**config.mk**
```make
export PLATFORM = sky130hd
export DESIGN_NAME = and_result_buffer
export DESIGN_NICKNAME = d
export VERILOG_FILES = /design/src/rtl/and_result_buffer.sv
export SDC_FILE = /design/constraint.sdc
export NUM_CORES = 1
export LEC_CHECK = 0
export BUFFER_PORTS_ARGS = -buffer_cell sky130_fd_sc_hd__buf_2
export CORE_MARGIN = 5
export CORE_UTILIZATION = 49
export CTS_CLUSTER_SIZE = 10
export DETAILED_ROUTE_END_ITERATION = 16
export HOLD_SLACK_MARGIN = 0.08
export PLACE_DENSITY_LB_ADDON = 0.2
export SLEW_MARGIN = 30
export SYNTH_ARGS = -nofsm -noshare
export SYNTH_HDL_FRONTEND = slang
export SYNTH_SLANG_ARGS = --single-unit
```
**constraint.sdc**
```tcl
create_clock -name clk -period 1.67 [get_ports clk]
set_input_delay 0.334 -clock clk [delete_from_list [all_inputs] [get_ports clk]]
set_output_delay 0.334 -clock clk [all_outputs]
set_load 0.005 [all_outputs]
```
**src/rtl/and_result_buffer.sv**
```systemverilog
// Result buffer behind the 8-bit AND unit: small show-ahead FIFO with per-entry zero/parity flags.
// Optional feature macro: RESULT_PARITY_EN (stores a parity bit per entry and drives out_parity).
module and_result_buffer #(
  parameter int WIDTH = 8,
  parameter int DEPTH = 2
) (
  input  logic                     clk,
  input  logic                     rst,
  input  logic                     in_valid,
  output logic                     in_ready,
  input  logic [WIDTH-1:0]         in_data,
  output logic                     out_valid,
  input  logic                     out_ready,
  output logic [WIDTH-1:0]         out_data,
  output logic                     out_zero,
  output logic                     out_parity,
  output logic [$clog2(DEPTH):0]   count
);

  localparam int PTR_W = $clog2(DEPTH);
  localparam int CNT_W = PTR_W + 1;
  localparam logic [CNT_W-1:0] FULL_CNT = CNT_W'(DEPTH);

`ifdef RESULT_PARITY_EN
  localparam int ENTRY_W = WIDTH + 2;
`else
  localparam int ENTRY_W = WIDTH + 1;
`endif

  logic [ENTRY_W-1:0] mem [DEPTH];
  logic [PTR_W-1:0]   wr_ptr;
  logic [PTR_W-1:0]   rd_ptr;
  logic               push;
  logic               pop;
  logic [ENTRY_W-1:0] wr_entry;
  logic [ENTRY_W-1:0] head;

  assign in_ready  = !rst && (count != FULL_CNT);
  assign out_valid = (count != '0);
  assign push      = in_valid && in_ready;
  assign pop       = out_valid && out_ready;

  // Flags are captured alongside the data so the consumer never recomputes them.
`ifdef RESULT_PARITY_EN
  assign wr_entry = {in_data, ~|in_data, ^in_data};
`else
  assign wr_entry = {in_data, ~|in_data};
`endif

  always_ff @(posedge clk) begin
    if (push) begin
      mem[wr_ptr] <= wr_entry;
    end
  end

  always_ff @(posedge clk or posedge rst) begin
    if (rst) begin
      wr_ptr <= '0;
      rd_ptr <= '0;
      count  <= '0;
    end else begin
      if (push) begin
        wr_ptr <= wr_ptr + PTR_W'(1);
      end
      if (pop) begin
        rd_ptr <= rd_ptr + PTR_W'(1);
      end
      case ({push, pop})
        2'b10:   count <= count + CNT_W'(1);
        2'b01:   count <= count - CNT_W'(1);
        default: count <= count;
      endcase
    end
  end

  // Show-ahead head, masked to zero while empty so stale entries never leak out.
  assign head = out_valid ? mem[rd_ptr] : '0;

`ifdef RESULT_PARITY_EN
  assign out_data   = head[ENTRY_W-1:2];
  assign out_zero   = head[1];
  assign out_parity = head[0];
`else
  assign out_data   = head[ENTRY_W-1:1];
  assign out_zero   = head[0];
  assign out_parity = 1'b0;
`endif

endmodule

```
# ---- Word-level counts from Yosys, hierarchy flattened
# Memories as Yosys holds them, arrays and structs flattened.
# Cells that the tools add are included.
dict set report classes {
  add_sub_neg 4
  mux 4
  eq_ne 3
  reduce_logical 8
}
# operator n
set op_table {}
lappend op_table {{9-bit two-way mux} 1}
lappend op_table {{8-bit OR reduction} 1}
lappend op_table {{2-bit one-hot mux with 2 select lines} 1}
lappend op_table {{2-bit nonzero test} 2}
lappend op_table {{1-bit logical AND} 3}
lappend op_table {{1-bit adder (second input constant)} 2}
lappend op_table {{2-bit by 1-bit adder with 2-bit output (second input constant)} 1}
lappend op_table {{2-bit by 1-bit == test with 1-bit output (second input constant)} 1}
lappend op_table {{2-bit == test (second input constant)} 1}
lappend op_table {{1-bit logical NOT} 2}
lappend op_table {{1-bit two-way mux} 2}
lappend op_table {{2-bit != test (second input constant)} 1}
lappend op_table {{2-bit by 1-bit subtractor with 2-bit output (second input constant)} 1}
dict set report totals {
  n_memories 1
  regBits 4
  inputBits 12
  ram_bits 18
}
# name depth word_bits rd rd_ports_with_merged_regs wr line_no
set memory_table {}
lappend memory_table {mem 2 9 1 0 1 30} ;# logic [ENTRY_W-1:0] mem [DEPTH];

# ---- Longest topological paths before layout
dict set report depth {
  depth_word 5
  depth_mapped 6
}

# ---- Worst setup path after synthesis
# OpenSTA, ideal clock, no wires.
dict set report synth_path {
  kind {register to register}
  startpoint {reg count[0]}
  endpoint {mem mem[0][0] (netlist bit) (enable)}
  n_path_buf 0
  slack_ns 0.227
  path_stages_with_launch 4
  setup_ns 0.374
  arrival_time_ns 1.069
  period_less_slack_ns 1.443
  cell_sequence {dfrtp_1 > nand2b_1 > nand2_1 > nor2_1}
}
dict set report synth_between {
  elab_chain_len 5
}
# element line_no
set synth_lines {}
lappend synth_lines {{start, declared} 17} ;# output logic [$clog2(DEPTH):0] count
lappend synth_lines {{start signal, assigned} 69} ;# 2'b10: count <= count + CNT_W'(1);
lappend synth_lines {{start signal, assigned} 70} ;# 2'b01: count <= count - CNT_W'(1);
lappend synth_lines {{start signal, assigned} 71} ;# default: count <= count;
lappend synth_lines {{2-bit != test} 38} ;# assign in_ready = !rst && (count != FULL_CNT);
lappend synth_lines {{1-bit logical AND} 38}
lappend synth_lines {{1-bit logical AND} 40} ;# assign push = in_valid && in_ready;
lappend synth_lines {{1-bit two-way mux} 51} ;# if (push) begin
lappend synth_lines {{1-bit two-way mux (implied by the code)} 52} ;# mem[wr_ptr] <= wr_entry;
lappend synth_lines {{end, declared} 30}
# Every way passes these cells.

# ---- Final worst setup path
dict set report layout_path {
  startpoint {reg rd_ptr}
  endpoint {out out_data[7]}
}
dict set report layout_between {
  elab_chain_len 2
}
# element line_no
set layout_lines {}
lappend layout_lines {{start, declared} 32} ;# logic [PTR_W-1:0] rd_ptr;
lappend layout_lines {{start signal, assigned} 66} ;# rd_ptr <= rd_ptr + PTR_W'(1);
lappend layout_lines {{memory 2 x 9 bit} n/a}
lappend layout_lines {{9-bit two-way mux} 77} ;# assign head = out_valid ? mem[rd_ptr] : '0;
lappend layout_lines {{end, declared} 14} ;# output logic [WIDTH-1:0] out_data,
# Every way passes these cells.

==> impl_metrics.toml <==
[power_and_ir_drop]
p_int_uw = 1309
pwr-share-seq_pct = 42.0
pwr-share-comb_pct = 36.9
worst_ir_drop_vdd_v = 0.0008637
sw_frac_of_total_pct = 29.43
powerDensity_nw_per_um2 = 1610
clkPwrFrac_pct = 21.1
power.leakage_uw = 0.0004975
switchingPower_uw = 546.0

[timing]
finalHoldViolCount = 0
finalMaxSlewViolations = 0
fin_crit_sh_pct = 94.76
holdWs_ns = 0.2320
period_minus_slack_ns = 1.583
setup_viol = 0
fin_skew_ns = 0.003684
fmax_mhz = 631.9

[layout]
drive_gt1_share_pct = 36.84
diodes = 0
fin_nets = 109
fin_util_pct = 66.02
fill_cells = 134
area_growth_pct = 25.99

[placed_design]
gp_congestion = 0.6935
io_buffers = 24
post-dp-hpwl_um = 1082

[global_route]
grt_max_degree = 14
antenna_found_initial = 0
grt.overflow.total = 0
grt_pass1_wl_um = 2373
grt_pass1_vias = 548
grt_usage_pct = 12.36

[floorplanning]
dieArea_um2 = 2831
start_util_pct = 52.40
dieWidth_um = 53.21
io-pin-count = 26
num_rows = 15
core_um2 = 1745
fp.dieH_um = 53.21

[synthesis]
ys_types = 17
ys_seq_elements = 22
syn_avg_cell_area_um2 = 14.29
syn_area_um2 = 914.6
yosys_warnings = 0
syn_nets = 77
yosysSeqAreaShare_pct = 70.04
netlist_instances = 64

[cts]
worstSkewPairLatency_ns = 0.29
root_buffer = "clkbuf_4"
path_clk_slew_ns = 0.12
cts_tree = "yes"
clock_path_buffers = 2
htree_num_levels = 1
cts.sinks = 22
cts_inserted_buffers = 3

[setup_path]
slowest_stage = "dfrtp_2"
cp-end-kind = "output port"
critPathRequiredTime_ns = 1.34
cp.arrival_ns = 1.25
critPathMaxFanout = 5
max_stage_delay_ns = 0.39
startpoint_type = "register"
critical_path.cell_chain = "clkbuf_4 > mux2i_1 > nor2_1 > buf_2"
setup.worst_path.class = "reg2out"

[drt]
viasPerCell = 4.542
wl_per_cell_um = 12.87
drc = 0
wirelength_um = 1544
num_vias = 545
firstDrtPassIters = 4
drt_iter0_markers = 15
ant_nets = 0

[min_path]
hold_path_class = "in2reg"

[status]
outcome = "completed"

[job]
max_cap_viol_count = 0
==> kinds of logic after synthesis <==
kind of cell / Yosys count / share of synthesized area, %
XOR/XNOR: 5 / 4.789
buffers and inverters: 5 / 2.737
AND/OR/NAND/NOR: 21 / 10.81
multiplexers: 9 / 9.850
flip-flops: 22 / 70.04
adder cells (fa/ha/maj): 1 / 1.368
other: 1 / 0.4100
==> power by group through the flow <==
| stage | Sequential [uW] | Clock [uW] | Combinational, uW |
|---|---|---|---|
| finish | 778 | 392 | 685 |
| floorplan | 771 | 0 | 404 |
| CTS | 824 | 398 | 584 |
| global route | 793 | 432 | 776 |
| global placement | 831 | 0 | 569 |
| detailed placement | 833 | 0 | 581 |
==> state kept, by name, indices dropped and copies added, names as in the netlist <==
signal	count
count	2
rd_ptr	1
mem	18
wr_ptr	1
==> critical path: cells and delay by family, from the launching register on <==
kind	cells	cell delay, ns
buf+inv	2	0.31
flops	1	0.39
mux	1	0.20
simple gates	1	0.05
==> what timing repair did <==
| item | CTS | global route |
|---|---|---|
| endpoints found under the hold margin | 4 | 0 |
| setup endpoints to repair | 9 | 7 |
| buffers inserted | 0 | 3 |
| hold buffers | 1 | 0 |
| resized for setup | 1 | 1 |
==> layer usage <==
metal  vias to the layer above  wire length (um)  global-route usage (%)
met3                         2               118                   5.070
li1                        281                 -                       -
met1                       247               622                   12.13
met2                        15               788                   22.45
met4                         0                14                   5.106
met5                         -                 0                       0
==> area by class of cell <==
| cell class | instances | area (um2) | share of cell area, % |
|---|---|---|---|
| Timing Repair Buffer | 30 | 167.7 | 14.55 |
| Clock inverter | 1 | 30.03 | 2.606 |
| Sequential cell | 22 | 641.9 | 55.70 |
| Tap cell | 25 | 31.28 | 2.714 |
| Multi-Input combinational cell | 37 | 251.5 | 21.82 |
| Clock buffer | 3 | 22.52 | 1.954 |
| Inverter | 2 | 7.507 | 0.6515 |
==> cell usage in the layout (no fill, tap or decap) <==
master	n
buf_2	24
edfxtp_1	18
nor2_1	12
mux2i_1	9
clkbuf_4	4
buf_4	4
xnor2_1	3
dfrtp_1	3
nor2b_1	2
xor2_1	2
inv_1	2
or4_1	2
nor2_2	1
nand2b_1	1
nand2_1	1
and2_1	1
and3_1	1
ha_1	1
conb_1	1
bufinv_16	1
dlygate4sd3_1	1
dfrtp_2	1
==> synth_stat cells, drive strengths merged <==
cell type	count	share of area (%)
and2	1	0.68
buf	3	1.9
nor2	13	5.3
xnor2	3	2.9
inv	2	0.82
nand2	1	0.41
xor2	2	1.9
and3	1	0.68
ha	1	1.4
edfxtp	18	59
mux2i	9	9.8
nand2b	1	0.68
conb	1	0.41
nor2b	2	1.4
or4	2	1.6
dfrtp	4	11
==> through the flow <==
step	TNS [ns]	cells	worst slack (ns)	instance area [um2]	power [uW]
finish	0	120	0.08749	1152	1855
detailed placement	0	112	0.2389	1064	1413
global route	-0.02568	120	-0.01518	1152	2001
floorplan	0	64	0.2273	914.6	1175
CTS	0	117	0.06393	1127	1807
global placement	0	112	0.2595	1064	1400
==> worst paths after layout <==
check	from	endpoint	slack, ns	cells after the start
setup / recovery	rd_ptr	out_data[7]	0.09	4
hold / removal	in_data[1]	mem[1][2]	0.23	1
setup reg to reg	count[0]	mem[1][5]	0.24	2
hold reg to reg	wr_ptr	wr_ptr	0.50	1
max in group asynchronous	rst	rd_ptr	0.98	3
min in group asynchronous	rst	wr_ptr	0.48	3
(Power assumes the default switching activity.)
